[config.mk]
export PLATFORM = sky130hd
export DESIGN_NAME = matrix_mul_engine_flat
export DESIGN_NICKNAME = d
export VERILOG_FILES = /design/src/rtl/matrix_mul_pkg.sv /design/src/rtl/matrix_mul_engine_if.sv /design/src/rtl/mac_unit.sv /design/src/rtl/matrix_mul_engine.sv /design/src/flat_wrapper.sv
export SDC_FILE = /design/constraint.sdc
export NUM_CORES = 2
export LEC_CHECK = 0
export BUFFER_PORTS_ARGS = -buffer_cell sky130_fd_sc_hd__buf_2
export CAP_MARGIN = 20
export CORE_MARGIN = 2
export CORE_UTILIZATION = 60
export DETAILED_ROUTE_END_ITERATION = 7
export GPL_ROUTABILITY_DRIVEN = 0
export HOLD_SLACK_MARGIN = 0.02
export PLACE_DENSITY = 0.78
export SYNTH_ARGS = -nofsm -noshare
export SYNTH_HDL_FRONTEND = slang
export SYNTH_HIERARCHICAL = 1
export SYNTH_SLANG_ARGS = --single-unit
export TNS_END_PERCENT = 10
[constraint.sdc]
create_clock -name clk -period 9.39 [get_ports clk]
set_input_delay 1.878 -clock clk [delete_from_list [all_inputs] [get_ports clk]]
set_output_delay 1.878 -clock clk [all_outputs]
set_load 0.01 [all_outputs]
[src/rtl/matrix_mul_pkg.sv]
// Shared types and helpers for the matrix-multiply engine.
// State encoding, header layout, saturation and address helpers.
package matrix_mul_pkg;

  typedef enum logic [3:0] {
    IDLE,
    H0,
    H1,
    H2,
    H3,
    CHK,
    RDC,
    RDC2,
    LDA,
    LDB,
    MAC,
    WR,
    DONE
  } state_e;

  localparam logic [15:0] HDR_M_OFF = 16'h0000;
  localparam logic [15:0] HDR_K_OFF = 16'h0004;
  localparam logic [15:0] HDR_N_OFF = 16'h0008;

  localparam logic signed [63:0] S32_MAX =
    64'sh0000_0000_7FFF_FFFF;
  localparam logic signed [63:0] S32_MIN =
    64'shFFFF_FFFF_8000_0000;

  function automatic logic [31:0] sat32(
    input logic signed [63:0] v
  );
    logic [31:0] r;
    if (v > S32_MAX) begin
      r = 32'h7FFF_FFFF;
    end else if (v < S32_MIN) begin
      r = 32'h8000_0000;
    end else begin
      r = v[31:0];
    end
    return r;
  endfunction

  // Row-major word address; index math wraps at 16 bits.
  function automatic logic [15:0] elem_addr(
    input logic [15:0] base,
    input logic [15:0] row,
    input logic [15:0] stride,
    input logic [15:0] col
  );
    logic [15:0] idx;
    idx = row * stride + col;
    return base + {idx[13:0], 2'b00};
  endfunction

  function automatic logic dim_ok(
    input logic [15:0] d,
    input logic [15:0] dmax
  );
    return (d != 16'd0) && (d <= dmax);
  endfunction

endpackage

[src/rtl/matrix_mul_engine_if.sv]
// Host control plus single-port SRAM bus of the engine.
// master = engine side, slave = host/memory side.
interface matrix_mul_engine_if;
  logic        RUN;
  logic        ACC_MODE;
  logic [31:0] RDATA;
  logic [15:0] ADDR;
  logic        WEN;
  logic [31:0] WDATA;
  logic        INT;
  logic        ERR;
  logic        BUSY;

  modport master (
    input  RUN,
    input  ACC_MODE,
    input  RDATA,
    output ADDR,
    output WEN,
    output WDATA,
    output INT,
    output ERR,
    output BUSY
  );

  modport slave (
    output RUN,
    output ACC_MODE,
    output RDATA,
    input  ADDR,
    input  WEN,
    input  WDATA,
    input  INT,
    input  ERR,
    input  BUSY
  );
endinterface

[src/rtl/mac_unit.sv]
// Multiply-accumulate datapath: operand extension, wide accumulator,
// and saturating/truncating 32-bit result of acc + a*b.
module mac_unit
  import matrix_mul_pkg::*;
#(
  parameter int DATA_W = 16,
  parameter int SIGNED = 1,
  parameter int ACC_W  = 38,
  parameter int SAT_EN = 1
) (
  input  logic              clk,
  input  logic              rst,
  input  logic              clr_i,
  input  logic              load_i,
  input  logic [31:0]       load_val_i,
  input  logic              mac_i,
  input  logic [DATA_W-1:0] a_i,
  input  logic [DATA_W-1:0] b_i,
  output logic [31:0]       res_o
);
  localparam int PW = 2 * DATA_W + 2;

  logic                     ext_a;
  logic                     ext_b;
  logic signed [DATA_W:0]   a_x;
  logic signed [DATA_W:0]   b_x;
  logic signed [PW-1:0]     prod;
  logic signed [ACC_W-1:0]  acc_q;
  logic signed [ACC_W-1:0]  sum_d;
  logic signed [63:0]       sum64;

  // One extra bit keeps unsigned operands positive in a signed multiply.
  assign ext_a = (SIGNED != 0) && a_i[DATA_W-1];
  assign ext_b = (SIGNED != 0) && b_i[DATA_W-1];
  assign a_x   = {ext_a, a_i};
  assign b_x   = {ext_b, b_i};
  assign prod  = PW'(a_x) * PW'(b_x);
  assign sum_d = acc_q + ACC_W'(prod);
  assign sum64 = 64'(sum_d);

  always_ff @(posedge clk) begin
    if (!rst) begin
      acc_q <= '0;
    end else if (clr_i) begin
      acc_q <= '0;
    end else if (load_i) begin
      acc_q <= ACC_W'($signed(load_val_i));
    end else if (mac_i) begin
      acc_q <= sum_d;
    end
  end

  assign res_o = (SAT_EN != 0) ? sat32(sum64)
                               : sum_d[31:0];

endmodule

[src/rtl/matrix_mul_engine.sv]
// Memory-mapped C = A x B (or C += A x B) engine with fixed timing.
// FSM and address generation; arithmetic lives in mac_unit.
module matrix_mul_engine
  import matrix_mul_pkg::*;
#(
  parameter int          DATA_W   = 16,
  parameter int          SIGNED   = 1,
  parameter int          MAX_DIM  = 64,
  parameter int          SAT_EN   = 1,
  parameter logic [15:0] HDR_BASE = 16'h0000,
  parameter logic [15:0] A_BASE   = 16'h1000,
  parameter logic [15:0] B_BASE   = 16'h6000,
  parameter logic [15:0] C_BASE   = 16'hA000
) (
  input logic                 clk,
  input logic                 rst,
  matrix_mul_engine_if.master bus
);
  localparam int ACC_W = 2 * DATA_W + $clog2(MAX_DIM);
  localparam logic [15:0] DIM_MAX = 16'(MAX_DIM);

  state_e            state_q;
  logic              run_q;
  logic              acc_mode_q;
  logic              big_q;
  logic [15:0]       md_q;
  logic [15:0]       kd_q;
  logic [15:0]       nd_q;
  logic [15:0]       i_q;
  logic [15:0]       j_q;
  logic [15:0]       k_q;
  logic [DATA_W-1:0] a_q;
  logic [15:0]       addr_q;
  logic              wen_q;
  logic [31:0]       wdata_q;
  logic              int_q;
  logic              err_q;
  logic              busy_q;

  logic              k_last;
  logic              j_last;
  logic              i_last;
  logic [15:0]       i_d;
  logic [15:0]       j_d;
  logic              dims_ok;
  logic [31:0]       mac_res;

  always_comb begin
    k_last  = (k_q == kd_q - 16'd1);
    j_last  = (j_q == nd_q - 16'd1);
    i_last  = (i_q == md_q - 16'd1);
    j_d     = j_last ? 16'd0 : j_q + 16'd1;
    i_d     = j_last ? i_q + 16'd1 : i_q;
    dims_ok = !big_q
           && dim_ok(md_q, DIM_MAX)
           && dim_ok(kd_q, DIM_MAX)
           && dim_ok(nd_q, DIM_MAX);
  end

  mac_unit #(
    .DATA_W (DATA_W),
    .SIGNED (SIGNED),
    .ACC_W  (ACC_W),
    .SAT_EN (SAT_EN)
  ) u_mac (
    .clk        (clk),
    .rst        (rst),
    .clr_i      (state_q == CHK || state_q == WR),
    .load_i     (state_q == RDC2),
    .load_val_i (bus.RDATA),
    .mac_i      (state_q == MAC),
    .a_i        (a_q),
    .b_i        (bus.RDATA[DATA_W-1:0]),
    .res_o      (mac_res)
  );

  // Outputs are registered: each branch sets what the next state shows.
  always_ff @(posedge clk) begin
    if (!rst) begin
      state_q    <= IDLE;
      run_q      <= 1'b0;
      acc_mode_q <= 1'b0;
      big_q      <= 1'b0;
      md_q       <= '0;
      kd_q       <= '0;
      nd_q       <= '0;
      i_q        <= '0;
      j_q        <= '0;
      k_q        <= '0;
      a_q        <= '0;
      addr_q     <= '0;
      wen_q      <= 1'b0;
      wdata_q    <= '0;
      int_q      <= 1'b0;
      err_q      <= 1'b0;
      busy_q     <= 1'b0;
    end else begin
      run_q   <= bus.RUN;
      wen_q   <= 1'b0;
      wdata_q <= '0;
      unique case (state_q)
        IDLE: begin
          if (bus.RUN && !run_q) begin
            acc_mode_q <= bus.ACC_MODE;
            addr_q     <= HDR_BASE + HDR_M_OFF;
            busy_q     <= 1'b1;
            state_q    <= H0;
          end
        end
        H0: begin
          addr_q  <= HDR_BASE + HDR_K_OFF;
          state_q <= H1;
        end
        H1: begin
          md_q    <= bus.RDATA[15:0];
          big_q   <= |bus.RDATA[31:16];
          addr_q  <= HDR_BASE + HDR_N_OFF;
          state_q <= H2;
        end
        H2: begin
          kd_q    <= bus.RDATA[15:0];
          big_q   <= big_q | (|bus.RDATA[31:16]);
          state_q <= H3;
        end
        H3: begin
          nd_q    <= bus.RDATA[15:0];
          big_q   <= big_q | (|bus.RDATA[31:16]);
          state_q <= CHK;
        end
        CHK: begin
          i_q <= '0;
          j_q <= '0;
          k_q <= '0;
          if (!dims_ok) begin
            int_q   <= 1'b1;
            err_q   <= 1'b1;
            busy_q  <= 1'b0;
            state_q <= DONE;
          end else if (acc_mode_q) begin
            addr_q  <= C_BASE;
            state_q <= RDC;
          end else begin
            addr_q  <= A_BASE;
            state_q <= LDA;
          end
        end
        RDC: state_q <= RDC2;
        RDC2: begin
          addr_q  <= elem_addr(A_BASE, i_q, kd_q, 16'd0);
          state_q <= LDA;
        end
        LDA: begin
          addr_q  <= elem_addr(B_BASE, k_q, nd_q, j_q);
          state_q <= LDB;
        end
        LDB: begin
          a_q     <= bus.RDATA[DATA_W-1:0];
          state_q <= MAC;
        end
        MAC: begin
          if (k_last) begin
            wen_q   <= 1'b1;
            wdata_q <= mac_res;
            addr_q  <= elem_addr(C_BASE, i_q, nd_q, j_q);
            state_q <= WR;
          end else begin
            k_q     <= k_q + 16'd1;
            addr_q  <= elem_addr(A_BASE, i_q, kd_q,
                                 k_q + 16'd1);
            state_q <= LDA;
          end
        end
        WR: begin
          k_q <= '0;
          i_q <= i_d;
          j_q <= j_d;
          if (i_last && j_last) begin
            int_q   <= 1'b1;
            busy_q  <= 1'b0;
            state_q <= DONE;
          end else if (acc_mode_q) begin
            addr_q  <= elem_addr(C_BASE, i_d, nd_q, j_d);
            state_q <= RDC;
          end else begin
            addr_q  <= elem_addr(A_BASE, i_d, kd_q, 16'd0);
            state_q <= LDA;
          end
        end
        DONE: begin
          if (!bus.RUN) begin
            int_q   <= 1'b0;
            err_q   <= 1'b0;
            state_q <= IDLE;
          end
        end
        default: state_q <= IDLE;
      endcase
    end
  end

  assign bus.ADDR  = addr_q;
  assign bus.WEN   = wen_q;
  assign bus.WDATA = wdata_q;
  assign bus.INT   = int_q;
  assign bus.ERR   = err_q;
  assign bus.BUSY  = busy_q;

endmodule
[src/flat_wrapper.sv]
// flat-port wrapper written by rule: the top's interface ports become plain ports
module matrix_mul_engine_flat import matrix_mul_pkg::*;
#(
  parameter int          DATA_W   = 16,
  parameter int          SIGNED   = 1,
  parameter int          MAX_DIM  = 64,
  parameter int          SAT_EN   = 1,
  parameter logic [15:0] HDR_BASE = 16'h0000,
  parameter logic [15:0] A_BASE   = 16'h1000,
  parameter logic [15:0] B_BASE   = 16'h6000,
  parameter logic [15:0] C_BASE   = 16'hA000
)
  (clk, rst, bus_RUN, bus_ACC_MODE, bus_RDATA, bus_ADDR, bus_WEN, bus_WDATA, bus_INT, bus_ERR, bus_BUSY);
  matrix_mul_engine_if bus_i ();
  input logic clk;
  input logic rst;
  input wire logic [$bits(bus_i.RUN)-1:0] bus_RUN;
  input wire logic [$bits(bus_i.ACC_MODE)-1:0] bus_ACC_MODE;
  input wire logic [$bits(bus_i.RDATA)-1:0] bus_RDATA;
  output wire logic [$bits(bus_i.ADDR)-1:0] bus_ADDR;
  output wire logic [$bits(bus_i.WEN)-1:0] bus_WEN;
  output wire logic [$bits(bus_i.WDATA)-1:0] bus_WDATA;
  output wire logic [$bits(bus_i.INT)-1:0] bus_INT;
  output wire logic [$bits(bus_i.ERR)-1:0] bus_ERR;
  output wire logic [$bits(bus_i.BUSY)-1:0] bus_BUSY;
  assign bus_i.RUN = bus_RUN;
  assign bus_i.ACC_MODE = bus_ACC_MODE;
  assign bus_i.RDATA = bus_RDATA;
  assign bus_ADDR = bus_i.ADDR;
  assign bus_WEN = bus_i.WEN;
  assign bus_WDATA = bus_i.WDATA;
  assign bus_INT = bus_i.INT;
  assign bus_ERR = bus_i.ERR;
  assign bus_BUSY = bus_i.BUSY;
  matrix_mul_engine #(.DATA_W(DATA_W), .SIGNED(SIGNED), .MAX_DIM(MAX_DIM), .SAT_EN(SAT_EN), .HDR_BASE(HDR_BASE), .A_BASE(A_BASE), .B_BASE(B_BASE), .C_BASE(C_BASE)) u_core (.clk(clk), .rst(rst), .bus(bus_i));
endmodule
==> run metrics <==
outcome=finished, violations left; failing checks=design-rule violations; Final Power=2490 µW; final wirelength=118,000 µm; CTS Root Cell=clkbuf_16; hpwl dp=92,200 µm; number of unique standard cell types used by synthesis=106; Worst setup EP type=flop; post-synthesis simple-gate area fraction=18.7%; I/O Buffers=85; Die ar.=69,000 µm²; Post-Synthesis Mean Instance Area=8.39 µm²; number of synthesized flops with an enable pin=0; clock-pin slew on the worst setup and hold paths=0.06 ns; clk_skew=0.0237 ns; Place WS=-0.0583 ns; met1 usage=48.8%; chip width=263 µm; Die Ht=263 µm; H-tree Lvls=1; first-pass GRT wire length=189,000 µm; worst setup path class=reg2reg; reg2reg start=u_core/nd_q[1]; busiest grt layer=met2; Tcrit/Tclk final=98.1%; row count=94; max_cap viols=0; Crit path max-delay family=adder cells; met2 Use GR=52.3%; layout cells sized above 1=7.95%; compound-gate portion of the synthesized area=9.71%; slew margin rel.=23.0%; Sink Count=207; LEAKAGE=0.0213 µW; Tot GR Track Use=34.6%; #FFs+latches synth=207; Worst EP arrival=9.70 ns; Top FF cell, synth=dfxtp_1; Post-Synthesis Cells=4,788; Core Area=66,000 µm²; crit path buf inv count=7; Starting DRT DRC Count=3,731; fillcell total=5,315; fmax=109 MHz; remaining global-route overflow=0; adder-cell share of the synthesized area=42.6%; Hold Crit Class=reg2reg; Initial Util=60.9%; Crit-path slowest cell=or4b_4; largest net degree at the start of global routing=79; RSZ-0062 raised after global routing=yes; Max VDD drop=0.147 mV; CTS buffer count=27; post-route ant nets=0; clock buffer depth=3; max-slew violations=0; endpoints failing hold=0; Final #Nets=5,819; Clk Latency, worst-skew pair=0.58 ns; Setup WS post-layout=0.178 ns; DR WL/cell=20.8 µm; # IOs=88; crit path launch=u_core/nd_q[1]; TritonCTS clock tree=done; min-delay src=u_core/bus.BUSY; grt met3 use=9.08%; CTS Hold Bufs=0; Max stage delay on crit path=0.53 ns; DRT Pass-1 Iters=8; Setup violations, final=0; post-route insts no fill=5,684; largest family of logic cells by synthesized area=adder cells; post-layout min period=9.21 ns; via/cell ratio=5.90; Power Density=57.9 nW/µm²; Vias=33,559; setup TNS=0 ns; synthesis-to-finish area growth=6.96%; Startpoint Class=flop; XOR/XNOR share of the synthesized area=7.31%; worst endpoint required time=9.88 ns; vias in the first global route=33,992; Critical Path Most Common Cell=fa_1; crit-path max FO=6; sequential area share after synthesis=10.3%; DR DRC count=2; post-synthesis mux area share=0.716%; Inst Count DP=5,619; antenna violations before repair=2; worst slew pin tran=1.13 ns; synthesized cell area=40,200 µm²; YS warnings=6; ys async rst share=0%
## logic make-up (layout without fill, tap and decap cells)
kind of cell / after synthesis / after routing
other: 1 / 4
adders and majority gates: 985 / 985
AOI/OAI and AO/OA: 598 / 598
muxes: 28 / 28
DFF: 207 / 207
buffers and inverters: 1109 / 1138
and+or+nand+nor: 1536 / 1536
xor gates and xnor gates: 324 / 324
## registers in the layout (all words and copies together), names as in the netlist
register and cells:
u_core/i_q 16, u_core/bus.BUSY 1, u_core/bus.INT 1, u_core/j_q 16, u_core/state_q 4, u_core/bus.WDATA 32, u_core/big_q 1, u_core/kd_q 16
u_core/bus.ERR 1, u_core/k_q 16, u_core/u_mac/acc_q 38, u_core/nd_q 16, u_core/run_q 1, u_core/bus.WEN 1, u_core/bus.ADDR 14, u_core/md_q 16
u_core/a_q 16, u_core/acc_mode_q 1
## what timing repair did
action                                  CTS  global route
endpoints found under the setup margin    1             3
pin swaps                                 1            24
resized for setup                         3            37
buffers inserted                          0            11
## layout by cell type (no fill, tap or decap), types with 19 or more instances in the layout
cell type | synthesis | final
fa_1 | 639 | 639
nand2_1 | 620 | 619
ha_1 | 346 | 340
a21oi_1 | 222 | 220
o211ai_1 | 23 | 23
nor3_1 | 46 | 43
nand3_1 | 51 | 51
nor4_1 | 24 | 23
buf_4 | 7 | 139
and2_1 | 359 | 357
a21o_1 | 31 | 31
and3_1 | 25 | 25
nor2b_1 | 36 | 36
dfxtp_1 | 207 | 205
a211oi_1 | 20 | 19
a31oi_1 | 30 | 30
inv_1 | 850 | 844
clkbuf_16 | 0 | 27
buf_2 | 4 | 85
xnor2_1 | 220 | 214
nand2b_1 | 40 | 40
o21bai_1 | 19 | 19
nor2_1 | 238 | 236
o21ai_0 | 97 | 97
mux2i_1 | 25 | 25
xor2_1 | 96 | 94
## cell usage after synthesis, drive strengths merged (9+ instances only)
master	n	area share, %
a2111oi	9	0.23
a211o	13	0.28
a211oi	23	0.47
a21o	32	0.60
a21oi	235	3.0
a22oi	9	0.17
a31oi	30	0.47
and2	359	5.6
and3	26	0.41
buf	33	0.50
clkbuf	219	2.1
dfxtp	207	10
fa	639	32
ha	346	11
inv	852	8.0
mux2i	25	0.62
nand2	620	5.8
nand2b	40	0.62
nand3	51	0.64
nand4	17	0.26
nor2	238	2.2
nor2b	36	0.56
nor3	47	0.60
nor4	30	0.63
o211a	17	0.42
o211ai	23	0.43
o21a	14	0.26
o21ai	100	1.3
o21bai	19	0.36
or2	11	0.17
or3	19	0.31
xnor2	221	4.8
xor2	97	2.1
## final timing paths
| path | endpoint | slack [ns] | cells after the start |
|---|---|---|---|
| worst max-delay path | u_core/bus.ADDR[15] | 0.18 | 39 |
| worst max register to register | u_core/bus.ADDR[15] | 0.18 | 39 |
| worst min register to register | u_core/bus.BUSY | 0.47 | 2 |
| worst min-delay path | u_core/bus.BUSY | 0.47 | 2 |
## worst min-delay path, cell delays in order, from the launching register on
cell     delay [ns]
dfxtp_1        0.31
nand2_1        0.05
a21oi_1        0.06
## per-layer routing
layer	vias up	routed length [µm]
li1	14913	-
met3	296	15800
met2	1893	50700
met5	-	0
met1	16457	47500
met4	0	4070
## through the flow
step           cell area [µm²]  util [%]  hold slack [ns]
3_5_place_dp             41700      63.2            0.454
4_1_cts                  42700      64.6            0.471
3_3_place_gp             41700      63.2            0.448
6_report                 43000      65.1            0.472
5_1_grt                  43000      65.1            0.495
2_1_floorplan            40200         -            0.444
## final cells by class
class                      count  area (µm²)  area share (%)
clock inverter                13         138           0.320
sequential                   207        4150            9.65
tap                          864        1080            2.52
clock buffer                  36         769            1.79
antenna                        2        5.00          0.0116
timing repair buffer         232        1560            3.64
inverter                     857        3220            7.49
multi-input combinational   3473       32000            74.6
## report_power, final
part | total [µW] | internal [µW] | switching (µW)
Sequential | 926 | 897 | 28.4
Combinational | 494 | 171 | 322
Clock | 1070 | 631 | 440
Note: power is estimated with default switching activity, not from simulation.
